--- src/rtl/square_tone_generator_pkg.sv ---
// Shared audio constants and helpers for the square tone generator.
package square_tone_generator_pkg;

    localparam int unsigned SAMPLE_W = 16;
    localparam int unsigned FRAME_W  = 32;

    // Left channel in the upper half, right channel in the lower half.
    function automatic logic [FRAME_W-1:0] pack_stereo(
        input logic [SAMPLE_W-1:0] left,
        input logic [SAMPLE_W-1:0] right
    );
        return {left, right};
    endfunction

    // Two's-complement negate, modulo 2^16.
    function automatic logic [SAMPLE_W-1:0] neg16(input logic [SAMPLE_W-1:0] x);
        return (~x) + SAMPLE_W'(1);
    endfunction

endpackage

--- src/rtl/square_tone_generator_half_period_counter.sv ---
// Half-period counter: counts enabled cycles and strobes on the last one.
module square_tone_generator_half_period_counter #(
    parameter int unsigned HALF_PERIOD = 24000,
    parameter int unsigned CNT_W       = 24
) (
    input  logic CLK,
    input  logic RST_N,
    input  logic en,
    output logic wrap
);

    localparam logic [CNT_W-1:0] LAST = CNT_W'(HALF_PERIOD - 1);

    logic [CNT_W-1:0] count;

    // Wrap happens only through the compare; the counter never passes LAST.
    assign wrap = en && (count == LAST);

    // Count enabled cycles, restart at zero after the last one of a half-wave.
    always_ff @(posedge CLK) begin
        if (!RST_N) begin
            count <= '0;
        end else if (en) begin
            if (count == LAST) begin
                count <= '0;
            end else begin
                count <= count + CNT_W'(1);
            end
        end
    end

endmodule

--- src/rtl/square_tone_generator.sv ---
// Free-running stereo square-wave test-tone source producing a registered
// 32-bit {left, right} sample word for the I2S serializer.
module square_tone_generator
    import square_tone_generator_pkg::*;
#(
    parameter int unsigned         HALF_PERIOD = 24000,
    parameter logic [SAMPLE_W-1:0] AMPLITUDE   = 16'h1000,
    parameter int unsigned         CNT_W       = 24
) (
    input  logic        CLK,
    input  logic        RST_N,
    input  logic        en,
    input  logic        mute_l,
    input  logic        mute_r,
    output logic [31:0] data,
    output logic        phase,
    output logic        tick
);

    localparam logic [SAMPLE_W-1:0] NEG_AMPLITUDE = neg16(AMPLITUDE);

    logic                wrap;
    logic [SAMPLE_W-1:0] val;
    logic [SAMPLE_W-1:0] left;
    logic [SAMPLE_W-1:0] right;

    square_tone_generator_half_period_counter #(
        .HALF_PERIOD (HALF_PERIOD),
        .CNT_W       (CNT_W)
    ) u_half_period_counter (
        .CLK   (CLK),
        .RST_N (RST_N),
        .en    (en),
        .wrap  (wrap)
    );

    // Select the channel value from the pre-edge polarity and apply mutes.
    always_comb begin
        val   = phase ? AMPLITUDE : NEG_AMPLITUDE;
        left  = mute_l ? '0 : val;
        right = mute_r ? '0 : val;
    end

    // Register the sample word, polarity and toggle pulse.
    always_ff @(posedge CLK) begin
        if (!RST_N) begin
            phase <= 1'b1;
            data  <= '0;
            tick  <= 1'b0;
        end else if (en) begin
            data <= pack_stereo(left, right);
            tick <= wrap;
            if (wrap) begin
                phase <= ~phase;
            end
        end else begin
            tick <= 1'b0;
        end
    end

endmodule

--- config.mk ---
export PLATFORM = sky130hd
export DESIGN_NAME = square_tone_generator
export DESIGN_NICKNAME = d
export VERILOG_FILES = /design/src/rtl/square_tone_generator_pkg.sv /design/src/rtl/square_tone_generator_half_period_counter.sv /design/src/rtl/square_tone_generator.sv
export SDC_FILE = /design/constraint.sdc
export NUM_CORES = 1
export LEC_CHECK = 0
export CORE_MARGIN = 4
export CORE_UTILIZATION = 35
export DETAILED_ROUTE_END_ITERATION = 8
export HOLD_SLACK_MARGIN = 0.05
export PLACE_DENSITY_LB_ADDON = 0.15
export REMOVE_ABC_BUFFERS = 1
export SYNTH_ARGS = -nofsm -noshare
export SYNTH_HDL_FRONTEND = slang
export SYNTH_HIERARCHICAL = 1
export SYNTH_SLANG_ARGS = --single-unit
--- constraint.sdc ---
create_clock -name CLK -period 2.2 [get_ports CLK]
set_input_delay 0.55 -clock CLK [delete_from_list [all_inputs] [get_ports CLK]]
set_output_delay 0.55 -clock CLK [all_outputs]
set_load 0.05 [all_outputs]
==> impl_metrics.csv, run 1 <==
group,metric,value,unit
clock_tree,clk_pin_slew,0.06,ns
clock_tree,cts_repair_resize_count,0,
grt,overflow,0,
final_layout,final_area,1826,um2
placed_design,numPortBuffers,14,
yosys,synth_ff_type,"dfxtp_1",
clock_tree,cts_buffers,5,
clock_tree,clock-sinks,30,
yosys,synth_largest_area_cell,"dfxtp_1",
final_layout,diodes,0,
worst_setup_path,endpoint_kind,"output port",
worst_setup_path,critPathTopFamily,"buffers and inverters",
clock_tree,cts_buffer_depth,2,
worst_setup_path,crit_required,1.65,ns
die,die_h,75.88,um
worst_setup_path,ff2ff_setup_slack,0.49,ns
flow_run,maxCapViolations,0,
worst_setup_path,worst-endpoint-arrival,1.51,ns
drt,drtIter0Drc,90,
grt,grt_pass1_wl,5340,um
placed_design,dpl_cell_area,1734,um2
worst_setup_path,worstPathMaxFanout,5,
drt,routed_wl,3109,um
sta,worst_pin_slew,0.5094,ns
yosys,async_flop_share,0,%
yosys,synth.most_common_cell,"buf_4",
worst_setup_path,r2r_end,"u_half_period_counter/count[23]$_SDFFE_PN0P_",
run_status,status,"complete, no violations",
die,die_x,75.88,um
yosys,ys_top_cells_by_area,"dfxtp_1, buf_4, xor2_1, a21oi_1, nor2_1",
sta,finalSetupViolCount,0,
pwr,power.density,627.8,nW/um2
yosys,synth_edf_count,0,
drt,antenna_left,0,
clock_tree,cts_root_buf,"clkbuf_8",
drt,via_count,1271,
worst_setup_path,cp_num_buf_inv,1,
hold_path,min_path_type,"reg -> reg",
clock_tree,cts_tree,"done",
yosys,yosys_warnings,6,
worst_setup_path,critical_path_depth,1,
sta,fmax,484.6,MHz
sta,slew_headroom,65.93,%
grt,grt_max_degree,25,
final_layout,syn_to_final_growth,13.19,%
clock_tree,cts_setup_buffers,0,
sta,final-hold-violation-count,0,
pwr,cellLeakagePower,0.6861,nW
sta,skew,0.006497,ns
worst_setup_path,max_stage_delay,0.83,ns
die,ios,39,
yosys,syn-mean-instance-area,9.010,um2
yosys,syn_area,1613,um2
sta,min_period,2.064,ns
grt,grt_pass1_vias,1232,
pwr,power.total,1.146,mW
sta,final_max_slew_viol_count,0,
drt,drt-wirelength-per-cell,12.34,um
clock_tree,ctsHoldBuffers,0,
die,rows,24,
hold_path,min_from,"u_half_period_counter/count[23]$_SDFFE_PN0P_",
clock_tree,h-tree-depth,2,
worst_setup_path,reg2regPathDepth,4,
die,core_area,4414,um2
sta,period_share,93.80,%
yosys,yosys_register_bits,30,
drt,drc_errors,0,
yosys,synth_top_cells_by_count,"buf_4, dfxtp_1, nor2_1",
final_layout,nNetsFinal,205,
yosys,syn_inst,179,
drt,firstDrtPassIters,4,
worst_setup_path,cp_slowest_cell,"clkdlybuf4s50_1",
pwr,ir_worst_vdd,0.3224,mV
die,die_area,5758,um2
yosys,yosys.area.top_type_share,37.24,%
worst_setup_path,crit_path_start_kind,"flop",
worst_setup_path,path_cells,"clkdlybuf4s50_1",
final_layout,layout-drive-gt1-share,15.50,%
yosys,ys_seq_area_share,37.24,%
worst_setup_path,crit_path_end,"phase",
sta,rsz0062_at_grt,"no",
grt,antenna_found_initial,0,
die,start_util,36.54,%
grt,grt_usage,11.99,%
placed_design,dp_hpwl,2383,um
worst_setup_path,r2r-start,"u_half_period_counter/count[15]$_SDFFE_PN0P_",
worst_setup_path,cp-startpoint,"phase$_SDFFE_PN1P_",
worst_setup_path,crit_type,"reg -> out",
placed_design,gp_congestion,0.8010,
yosys,synth.distinct_cells,40,
clock_tree,clk_latency,0.27,ns
drt,vias_per_cell,5.044,
final_layout,fillers,432,
[cells in the final DEF (no fill, tap or decap), drive strengths merged, types with 2 or more instances in the layout]
cell           Yosys  layout
o31ai              7       7
or3                5       5
nand2              9       9
and3               6       6
and4               3       3
clkbuf             0       7
buf               35      11
nor3b              2       2
o21ai              6       6
o21a               2       2
nand3             10      10
a21oi             12      12
nand4              7       7
conb               1      24
o211a              2       2
clkdlybuf4s50      0      14
dfxtp             30      30
xor2               9       9
nor4b              2       2
xnor2              3       3
or4                6       6
nor2              14      14
[stage by stage]
step	setup TNS, ns	util (%)	hold slack [ns]	cells	setup WS, ns
6_report	0	41.35	0.4967	252	0.1364
5_1_grt	0	41.35	0.5193	252	0.07541
4_1_cts	0	41.35	0.4966	252	0.1217
3_5_place_dp	-0.2348	39.29	0.4829	244	-0.09322
3_3_place_gp	-0.02472	39.29	0.4631	244	-0.01610
2_1_floorplan	0	-	0.4520	167	0.3899
[how the worst min path moves through the flow]
stage | to | slack (ns) | depth (start not counted)
finish | u_half_period_counter/count[23]$_SDFFE_PN0P_ | 0.50 | 2
global route | u_half_period_counter/count[23]$_SDFFE_PN0P_ | 0.52 | 2
CTS | u_half_period_counter/count[23]$_SDFFE_PN0P_ | 0.50 | 2
detailed placement | u_half_period_counter/count[23]$_SDFFE_PN0P_ | 0.48 | 2
global placement | data[12]$_SDFFE_PN0P_ | 0.46 | 1
floorplan | u_half_period_counter/count[23]$_SDFFE_PN0P_ | 0.45 | 2
[area by class of cell]
type | instances | area [um2] | share of cell area [%]
inverter | 1 | 3.754 | 0.2056
multi-input combinational | 136 | 829.5 | 45.44
clock buffer | 7 | 86.33 | 4.729
sequential | 30 | 600.6 | 32.90
timing repair buffer | 25 | 235.2 | 12.89
tap | 52 | 65.06 | 3.564
clock inverter | 1 | 5.005 | 0.2742
[registers in the layout, indices dropped and copies added (netlist names)]
register / count
u_half_period_counter/count: 24
data: 4
phase: 1
tick: 1
[report_power, final]
part	total, mW	switching (mW)	internal (mW)
clock	0.448	0.197	0.252
sequential	0.554	0.00454	0.550
combinational	0.143	0.119	0.0244
[cells by family after synthesis]
| kind of cell | synth area share, % |
|---|---|
| compound gates | 12.10 |
| xor+xnor | 6.517 |
| fa+ha+maj | 0.7757 |
| buf+inv | 16.68 |
| flops | 37.24 |
| mux | 0.6207 |
| other cells | 0.2325 |
| simple gates | 25.83 |
[worst min-delay path, delay by kind of cell (launching register included)]
| family | cells | cell delay, ns |
|---|---|---|
| AO/OA/AOI/OAI | 2 | 0.13 |
| flip-flops | 1 | 0.32 |
[routing by layer]
layer  vias to the layer above  global-route usage, %  wire length (um)
li1                        628                      -                 -
met5                         -                      0                 0
met3                         2                  4.485               153
met4                         0                  3.495                13
met1                       608                  14.75              1431
met2                        33                  19.49              1510
No activity file was read; power rests on OpenSTA's default activity.
==> run 2, diff against run 1 <==
--- a/config.mk
+++ b/config.mk
@@ -5,12 +5,14 @@
 export SDC_FILE = /design/constraint.sdc
 export NUM_CORES = 1
 export LEC_CHECK = 0
+export CAP_MARGIN = 20
 export CORE_MARGIN = 4
 export CORE_UTILIZATION = 35
 export DETAILED_ROUTE_END_ITERATION = 8
 export HOLD_SLACK_MARGIN = 0.05
 export PLACE_DENSITY_LB_ADDON = 0.15
 export REMOVE_ABC_BUFFERS = 1
+export SLEW_MARGIN = 20
 export SYNTH_ARGS = -nofsm -noshare
 export SYNTH_HDL_FRONTEND = slang
 export SYNTH_HIERARCHICAL = 1
==> results of run 2 <==
Final layout, timing and power as in run 1 (identical DEF).
==> run 3, diff against run 2 <==
--- a/config.mk
+++ b/config.mk
@@ -6,8 +6,8 @@
 export NUM_CORES = 1
 export LEC_CHECK = 0
 export CAP_MARGIN = 20
-export CORE_MARGIN = 4
 export CORE_UTILIZATION = 35
+export CTS_CLUSTER_DIAMETER = 120
 export DETAILED_ROUTE_END_ITERATION = 8
 export HOLD_SLACK_MARGIN = 0.05
 export PLACE_DENSITY_LB_ADDON = 0.15
==> run 3 against run 2 <==
Against the previous run: power increased by 1.3%; flip-flop and latch count unchanged; final cell count decreased by 0.40%; largest cell class unchanged; sequential power about the same.
==> impl_metrics.csv, run 3 (synthesis gave the netlist of run 1 again) <==
group,metric,value,unit
worst_setup_path,r2r_end,"u_half_period_counter/count[22]$_SDFFE_PN0P_",
final_layout,largest_register_ffs,24,
sta,slew_headroom,66.39,%
final_layout,finalNonFillerCells,251,
flow_run,maxCapViolations,0,
final_layout,final_cell_mix,"dfxtp_1, conb_1, clkdlybuf4s50_1, nor2_1, a21oi_1",
worst_setup_path,endpoint_kind,"output port",
sta,worst_pin_slew,0.5026,ns
sta,rsz0062_at_grt,"no",
clock_tree,clk_pin_slew,0.06,ns
drt,firstDrtPassIters,4,
clock_tree,cts_buffers,5,
placed_design,dp.cells,243,
placed_design,dp_hpwl,2245,um
final_layout,fin_util,41.55,%
grt,grt_usage,13.65,%
sta,period_share,94.15,%
die,die_h,69.88,um
final_layout,nNetsFinal,204,
grt,grt_pass1_wl,5223,um
sta,hold_ws,0.4893,ns
clock_tree,h-tree-depth,2,
clock_tree,cts_repair_resize_count,0,
pwr,ir_worst_vdd,0.3431,mV
hold_path,min_from,"u_half_period_counter/count[23]$_SDFFE_PN0P_",
sta,fmax,482.8,MHz
worst_setup_path,crit_required,1.65,ns
final_layout,layout-drive-gt1-share,15.58,%
drt,drt-wirelength-per-cell,12.32,um
placed_design,numPortBuffers,14,
sta,min_period,2.071,ns
sta,finalSetupViolCount,0,
placed_design,dp_slack,-0.1062,ns
grt,grt_pass1_vias,1172,
drt,routed_wl,3092,um
hold_path,min_path_type,"reg -> reg",
drt,vias_per_cell,5.016,
worst_setup_path,cp-startpoint,"phase$_SDFFE_PN1P_",
worst_setup_path,ff2ff_setup_slack,0.45,ns
die,die_x,69.88,um
pwr,power.density,637.0,nW/um2
sta,final-hold-violation-count,0,
hold_path,hold_path_end,"u_half_period_counter/count[23]$_SDFFE_PN0P_",
die,die_area,4883,um2
worst_setup_path,r2r-start,"u_half_period_counter/count[3]$_SDFFE_PN0P_",
worst_setup_path,worst-endpoint-arrival,1.52,ns
worst_setup_path,critPathTopFamily,"buffers and inverters",
sta,setup-tns-final,0,ns
placed_design,dpl_cell_area,1727,um2
pwr,power.total,1.160,mW
final_layout,largest_register,"u_half_period_counter/count",
drt,antenna_left,0,
worst_setup_path,path_cells,"clkdlybuf4s50_1",
clock_tree,cts_setup_buffers,0,
worst_setup_path,reg2regPathDepth,4,
grt,overflow,0,
worst_setup_path,cp_slowest_cell,"clkdlybuf4s50_1",
clock_tree,cts_tree,"done",
worst_setup_path,cp_num_buf_inv,1,
drt,drc_errors,0,
worst_setup_path,crit_type,"reg -> out",
grt,antenna_found_initial,0,
hold_path,whs_path_depth,2,
drt,via_count,1259,
worst_setup_path,crit_path_start_kind,"flop",
sta,final_max_slew_viol_count,0,
final_layout,final_area,1822,um2
die,start_util,36.79,%
final_layout,layout_commonest_cell,"dfxtp_1",
clock_tree,cts_buffer_depth,2,
grt,grt_max_degree,25,
die,rows,24,
final_layout,diodes,0,
final_layout,reg_top3,"u_half_period_counter/count: 24 flops, data: 4 flops",
final_layout,syn_to_final_growth,12.96,%
pwr,cellLeakagePower,0.6796,nW
worst_setup_path,max_stage_delay,0.83,ns
die,core_area,4384,um2
sta,skew,0.005432,ns
die,ios,39,
clock_tree,clk_latency,0.28,ns
run_status,status,"complete, no violations",
worst_setup_path,worstPathMaxFanout,5,
sta,setup_slack,0.1287,ns
clock_tree,cts_root_buf,"clkbuf_8",
clock_tree,ctsHoldBuffers,0,
clock_tree,clock-sinks,30,
drt,drtIter0Drc,45,
placed_design,gp_congestion,0.7706,
==> run 3: cell types whose count changed in the layout (fill, tap and decap cells not counted), sizes merged <==
cell	change
buf	-1
clkbuf	-1
clkinvlp	+1
==> run 3: worst max path at each step <==
stage          depth (start not counted)  slack (ns)                                      endpoint
2_1_floorplan                          4        0.39   u_half_period_counter/count[0]$_SDFFE_PN0P_
4_1_cts                                1        0.12                                         phase
3_3_place_gp                           5       -0.02  u_half_period_counter/count[21]$_SDFFE_PN0P_
6_report                               1        0.13                                         phase
3_5_place_dp                           5       -0.11  u_half_period_counter/count[17]$_SDFFE_PN0P_
5_1_grt                                1        0.08                                         phase
==> run 3: per-layer routing <==
metal	global-route usage [%]	up-vias	routed length [um]
li1	-	623	-
met1	16.26	598	1468
met2	21.37	27	1427
met3	4.329	11	111
met4	8.222	0	85
met5	0	-	0
==> run 3: power breakdown <==
part	internal (mW)	total [mW]	switching [mW]
sequential	0.550	0.554	0.00448
clock	0.251	0.463	0.213
combinational	0.0243	0.143	0.119
==> run 3: area by class of cell <==
class	count	area, um2
Tap cell	52	65.06
Clock inverter	2	12.51
Multi-Input combinational cell	136	829.5
Fill cell	451	2562
Timing Repair Buffer	24	227.7
Sequential cell	30	600.6
Clock buffer	6	82.58
Inverter	1	3.754
